$ cat config.mk
export PLATFORM = sky130hd
export DESIGN_NAME = lsu_req_buffer
export DESIGN_NICKNAME = d
export VERILOG_FILES = /design/src/rtl/cache_pkg.sv /design/src/rtl/lsu_req_fifo.sv /design/src/rtl/lsu_req_buffer.sv
export SDC_FILE = /design/constraint.sdc
export NUM_CORES = 1
export LEC_CHECK = 0
export ABC_CLOCK_PERIOD_IN_PS = 5840
export BUFFER_PORTS_ARGS = -buffer_cell sky130_fd_sc_hd__buf_2
export CORE_ASPECT_RATIO = 0.6
export CORE_MARGIN = 4
export CORE_UTILIZATION = 50
export DETAILED_ROUTE_END_ITERATION = 16
export GPL_TIMING_DRIVEN = 0
export PLACE_DENSITY_LB_ADDON = 0.08
export SYNTH_ARGS = -nofsm -noshare
export SYNTH_HDL_FRONTEND = slang
export SYNTH_SLANG_ARGS = --single-unit
$ cat constraint.sdc
create_clock -name clk -period 5.84 [get_ports clk]
set_input_delay 0.292 -clock clk [delete_from_list [all_inputs] [get_ports clk]]
set_output_delay 0.292 -clock clk [all_outputs]
set_load 0.05 [all_outputs]
$ cat src/rtl/cache_pkg.sv
// Shared request/state types for the LSU request buffer in front of the cache controller.
package cache_pkg;

    typedef enum logic {
        LSU_LOAD  = 1'b0,
        LSU_STORE = 1'b1
    } lsu_op_e;

    typedef struct packed {
        logic [31:0] addr;
        lsu_op_e     op;
    } lsu_req_t;

    typedef enum logic [1:0] {
        IDLE  = 2'd0,
        ISSUE = 2'd1,
        RESP  = 2'd2
    } lsu_state_e;

    function automatic logic is_misaligned(input logic [31:0] addr);
        return addr[1:0] != 2'b00;
    endfunction

endpackage

$ cat src/rtl/lsu_req_fifo.sv
// Synchronous FIFO of lsu_req_t; head is visible combinationally so the issue stage can
// copy it into its own flops without an extra read cycle.
module lsu_req_fifo
    import cache_pkg::*;
#(
    parameter int DEPTH = 4
) (
    input  logic                       clk,
    input  logic                       rst,
    input  logic                       push_i,
    input  lsu_req_t                   push_data_i,
    input  logic                       pop_i,
    output lsu_req_t                   head_o,
    output logic                       full_o,
    output logic                       empty_o,
    output logic [$clog2(DEPTH):0]     count_o
);

    localparam int PTR_W = $clog2(DEPTH);
    localparam logic [PTR_W-1:0] PTR_ONE  = PTR_W'(1);
    localparam logic [PTR_W:0]   CNT_ONE  = (PTR_W+1)'(1);
    localparam logic [PTR_W:0]   CNT_FULL = (PTR_W+1)'(DEPTH);

    lsu_req_t         mem_q [DEPTH];
    logic [PTR_W-1:0] wr_ptr_q, rd_ptr_q;
    logic [PTR_W:0]   count_q;
    logic             do_push, do_pop;

    assign full_o  = (count_q == CNT_FULL);
    assign empty_o = (count_q == '0);
    assign count_o = count_q;
    assign head_o  = mem_q[rd_ptr_q];

    assign do_push = push_i & ~full_o;
    assign do_pop  = pop_i & ~empty_o;

    always_ff @(posedge clk) begin
        if (do_push) begin
            mem_q[wr_ptr_q] <= push_data_i;
        end
    end

    // Pointers wrap naturally because DEPTH is a power of two.
    always_ff @(posedge clk or posedge rst) begin
        if (rst) begin
            wr_ptr_q <= '0;
            rd_ptr_q <= '0;
            count_q  <= '0;
        end else begin
            if (do_push) wr_ptr_q <= wr_ptr_q + PTR_ONE;
            if (do_pop)  rd_ptr_q <= rd_ptr_q + PTR_ONE;
            case ({do_push, do_pop})
                2'b10:   count_q <= count_q + CNT_ONE;
                2'b01:   count_q <= count_q - CNT_ONE;
                default: count_q <= count_q;
            endcase
        end
    end

endmodule

$ cat src/rtl/lsu_req_buffer.sv
// Buffers core load/store requests and issues them one at a time to the cache controller.
// Optional misaligned-address rejection is enabled by defining LSU_ALIGN_CHECK_EN.
module lsu_req_buffer
    import cache_pkg::*;
#(
    parameter int DATA_WIDTH = 11,
    parameter int FIFO_DEPTH = 4
) (
    input  logic                          clk,
    input  logic                          rst,
    input  logic                          core_req_valid,
    output logic                          core_req_ready,
    input  logic [31:0]                   core_req_addr,
    input  logic                          core_req_store,
    output logic                          core_rsp_valid,
    input  logic                          core_rsp_ready,
    output logic [DATA_WIDTH-1:0]         core_rsp_data,
    output logic                          core_rsp_err,
    output logic [31:0]                   address,
    output logic                          lsu_operator,
    output logic                          mem_enable,
    input  logic                          stall,
    input  logic [DATA_WIDTH-1:0]         read_data,
    output logic [$clog2(FIFO_DEPTH):0]   fifo_count
);

    lsu_state_e            state_q, state_d;
    lsu_req_t              head, push_req;
    logic                  fifo_full, fifo_empty;
    logic                  fifo_push, fifo_pop;
    logic                  load_head, head_bad;

    logic [31:0]           addr_q, addr_d;
    lsu_op_e               op_q, op_d;
    logic                  mem_en_q, mem_en_d;
    logic [DATA_WIDTH-1:0] rsp_data_q, rsp_data_d;
`ifdef LSU_ALIGN_CHECK_EN
    logic                  rsp_err_q, rsp_err_d;
`endif

    assign push_req  = '{addr: core_req_addr, op: lsu_op_e'(core_req_store)};
    assign fifo_push = core_req_valid & ~fifo_full;

    lsu_req_fifo #(
        .DEPTH (FIFO_DEPTH)
    ) u_fifo (
        .clk         (clk),
        .rst         (rst),
        .push_i      (fifo_push),
        .push_data_i (push_req),
        .pop_i       (fifo_pop),
        .head_o      (head),
        .full_o      (fifo_full),
        .empty_o     (fifo_empty),
        .count_o     (fifo_count)
    );

`ifdef LSU_ALIGN_CHECK_EN
    assign head_bad = is_misaligned(head.addr);
`else
    assign head_bad = 1'b0;
`endif

    always_ff @(posedge clk or posedge rst) begin
        if (rst) begin
            state_q <= IDLE;
        end else begin
            state_q <= state_d;
        end
    end

    // The entry stays in the FIFO while in flight; it is popped only on completion
    // (or immediately when rejected as misaligned).
    always_comb begin
        state_d    = state_q;
        addr_d     = addr_q;
        op_d       = op_q;
        mem_en_d   = mem_en_q;
        rsp_data_d = rsp_data_q;
`ifdef LSU_ALIGN_CHECK_EN
        rsp_err_d  = rsp_err_q;
`endif
        fifo_pop   = 1'b0;
        load_head  = 1'b0;
        case (state_q)
            IDLE: begin
                load_head = ~fifo_empty;
            end
            ISSUE: begin
                if (mem_en_q && !stall) begin
                    rsp_data_d = (op_q == LSU_STORE) ? '0 : read_data;
`ifdef LSU_ALIGN_CHECK_EN
                    rsp_err_d  = 1'b0;
`endif
                    mem_en_d   = 1'b0;
                    fifo_pop   = 1'b1;
                    state_d    = RESP;
                end
            end
            RESP: begin
                if (core_rsp_ready) begin
                    state_d   = IDLE;
                    load_head = ~fifo_empty;
                end
            end
            default: state_d = IDLE;
        endcase

        if (load_head) begin
            addr_d = head.addr;
            op_d   = head.op;
            if (head_bad) begin
                fifo_pop   = 1'b1;
                rsp_data_d = '0;
`ifdef LSU_ALIGN_CHECK_EN
                rsp_err_d  = 1'b1;
`endif
                state_d    = RESP;
            end else begin
                mem_en_d = 1'b1;
                state_d  = ISSUE;
            end
        end
    end

    always_ff @(posedge clk or posedge rst) begin
        if (rst) begin
            addr_q     <= '0;
            op_q       <= LSU_LOAD;
            mem_en_q   <= 1'b0;
            rsp_data_q <= '0;
`ifdef LSU_ALIGN_CHECK_EN
            rsp_err_q  <= 1'b0;
`endif
        end else begin
            addr_q     <= addr_d;
            op_q       <= op_d;
            mem_en_q   <= mem_en_d;
            rsp_data_q <= rsp_data_d;
`ifdef LSU_ALIGN_CHECK_EN
            rsp_err_q  <= rsp_err_d;
`endif
        end
    end

    always_comb begin
        core_req_ready = ~fifo_full;
        core_rsp_valid = (state_q == RESP);
        core_rsp_data  = rsp_data_q;
`ifdef LSU_ALIGN_CHECK_EN
        core_rsp_err   = rsp_err_q;
`else
        core_rsp_err   = 1'b0;
`endif
        address        = addr_q;
        lsu_operator   = op_q;
        mem_enable     = mem_en_q;
    end

endmodule

==> impl_results.md <==
* Die H at 100.7 um
* Post-route antenna net violation count at 0
* GPL Wtd Cong at 0.6976
* Port Buffers at 98
* R2r worst-path depth at 9
* Final Cell Area at 0.008581 mm2
* Post-synthesis net count at 397
* Fin. max-slew vios at 0
* Synth Register Bits at 186
* Worst path cell trace: or3b_1, clkbuf_1, nand2_1, ha_1, inv_1, fa_1, xor2_1, nor2_1, xor2_1
* Clk sinks at 186
* Final worst clock skew at 0.01228 ns
* Dpl hpwl at 8.244 mm
* Final min period at 2.246 ns
* Mapped Cells at 342
* Initial antenna violation count at 1
* Required time of the critical path at 6.18 ns
* Arrival time worst endpoint at 2.59 ns
* Synth top area cells: edfxtp_1 (55%), dfrtp_1 (19%), mux4_2 (8.8%)
* Row Count at 33
* Number of filler cells placed in the layout at 1034
* CTS root buf: clkbuf_16
* Worst skew pair latency at 0.41 ns
* Vias at 3450
* Maximum root-to-sink buffer count at 2
* CP Capture Type: flip-flop
* Power per cell area at 603.7 mW/mm2
* Final setup viols at 0
* Critical setup path kind: reg -> reg
* Static leakage at 3.330 nW
* WL final at 12.68 mm
* H-tree depth at 4
* Worst path max stage delay at 0.43 ns
* Placed Area at 0.008000 mm2
* IO Pins at 100
* Avg WL per Cell at 18.92 um
* Post-synthesis instance area at 0.007157 mm2
* Worst IR Drop VDD at 0.2924 mV
* Core Area at 0.01383 mm2
* Largest net degree at the start of global routing at 34
* Reg clk slew, reported paths at 0.07 ns
* First-pass GRT wire length at 20.02 mm
* Gr ovfl total at 0
* Slew @ Worst Pin at 0.7310 ns
* Area of the multi-input gates at 0.001699 mm2
* Vias/cell at 5.149
* CP most frequent cell: xor2_1
* Post-layout net count at 520
* CTS tree: done
* Synth cell types at 32
* Mean Syn Cell Area at 20.93 um2
* Unrepaired setup endpoints after global routing: false
* Vias in the first global route at 3643
* Fin Setup TNS at 0 ns
* Worst hold stages at 2
* Synth top area share at 55.38%
* Setup crit start kind: flip-flop
* Sequential Area at 0.005315 mm2
* DRC at 0
* Largest area contributor in the netlist: edfxtp_1
* Period utilization at 38.47%
* Final hold vios at 0
* DR pass1 iterations at 5
* Layout area overhead at 19.90%
* Peak Freq at 0.4451 GHz
* Clock buffer count from CTS at 17
* DRT iter0 DRCs at 142
* Initial Util at 51.74%
* Status: completed
* Slew headroom at 51.27%
* GR Util All Layers at 16.49%
* Fraction of layout cells with a size suffix above 1 at 44.35%
* Die width at 162.5 um
* Slowest-stage cell, CP: dfrtp_1
* Sequential area share after synthesis at 74.27%
* Hold Crit Class: in -> reg
* Max_cap viols at 0
* PostCTS Resize Cnt at 0
* CP max FO at 6
* Die area at 0.01635 mm2
* ANT cells at 0
* Syn. warnings at 0
==> flip-flops by register name, indices dropped and copies added, names as in the netlist <==
name / cells
mem_enable: 1
u_fifo.count_o: 3
lsu_operator: 1
core_rsp_data: 11
state_q: 2
u_fifo.wr_ptr_q: 2
u_fifo.rd_ptr_q: 2
u_fifo.mem_q: 132
address: 32
==> path summary, 6_finish.rpt <==
check	slack [ns]	endpoint	start
setup / recovery	3.59	u_fifo.count_o[2]	u_fifo.count_o[1]
hold / removal	0.06	state_q[1]	core_rsp_ready
min in group asynchronous	0.51	address[24]	rst
hold reg to reg	0.48	core_rsp_data[0]	core_rsp_data[0]
max in group asynchronous	4.73	address[6]	rst
setup reg to reg	3.59	u_fifo.count_o[2]	u_fifo.count_o[1]
==> power by group <==
part,switching (mW),internal (mW)
logic,1.26,0.851
clock network,0.491,0.601
registers,0.156,1.82
==> stage by stage <==
stage	hold slack, ns	cells	utilization (%)	worst slack, ns	power [mW]
6_report	0.06306	670	62.04	3.594	5.180
5_1_grt	0.06588	670	62.04	3.413	5.449
4_1_cts	0.04664	670	62.04	3.588	5.259
3_5_place_dp	0.4354	637	57.84	3.613	4.155
3_3_place_gp	0.4569	632	57.02	3.150	4.082
2_1_floorplan	0.3783	342	-	3.092	3.627
==> final cells by class <==
class / count / share of cell area [%]
Buffer: 17 / 1.414
Clock buffer: 19 / 5.045
Clock inverter: 13 / 1.604
Inverter: 7 / 0.3062
Multi-Input combinational cell: 132 / 19.80
Sequential cell: 186 / 61.94
Tap cell: 192 / 2.800
Timing Repair Buffer: 104 / 7.087
==> worst max-delay path, delay by kind of cell (launching register included) <==
kind,cells,cell delay [ns]
xor+xnor,2,0.31
fa+ha+maj,2,0.58
buf+inv,2,0.21
flops,1,0.43
simple gates,3,0.64
==> cells in the mapped netlist <==
cell type  number
edfxtp_1      132
dfrtp_1        54
mux2_4         28
mux4_2         28
nand2_1        12
nand2b_1       12
o21ai_0        11
buf_6           7
clkbuf_1        7
inv_1           7
mux2_2          6
ha_1            5
mux4_1          5
and3_1          4
xor2_1          4
nor2_1          3
xnor2_1         2
a21o_1          1
a31o_2          1
buf_1           1
buf_2           1
buf_4           1
conb_1          1
fa_1            1
mux2i_1         1
nand4bb_1       1
nor2b_1         1
nor3_2          1
nor3_4          1
nor3b_1         1
o31ai_1         1
or3b_1          1
==> layer usage <==
metal	GRT usage (%)	routed length [um]	share of wire [%]	up-vias
li1	-	-	-	1575
met1	23.01	5846	46	1795
met2	25.39	6080	48	70
met3	4.945	646	5.1	8
met4	5.263	93	0.73	2
met5	0	12	0.095	-
==> logic make-up after synthesis <==
kind of cell	count (synthesis)	share of synthesized area, %
flops	186	74.27
mux	68	17.60
simple gates	37	3.025
buf+inv	24	2.063
compound gates	14	1.101
fa+ha+maj	6	1.154
xor+xnor	6	0.7343
other cells	1	0.05240
==> repair_timing <==
action                                 4_1_cts  5_1_grt
buffers inserted                             0        0
hold buffers                                 1        0
endpoints found under the hold margin       27        0
==> placed cells by master, fill, tap and decap left out, types with 2 or more instances in the layout <==
cell / n
o21ai_0: 11
clkbuf_1: 9
mux4_2: 28
mux2_2: 6
clkinv_4: 3
buf_2: 99
ha_1: 5
buf_6: 7
xor2_1: 4
inv_1: 6
dfrtp_1: 54
and3_2: 4
mux4_1: 5
clkinvlp_4: 4
xnor2_1: 2
inv_8: 3
edfxtp_1: 132
nand2_1: 12
nand2b_1: 12
inv_6: 2
buf_12: 4
mux2_4: 28
clkbuf_16: 17
nor2_1: 3
Power figures use the tool's default switching activity.
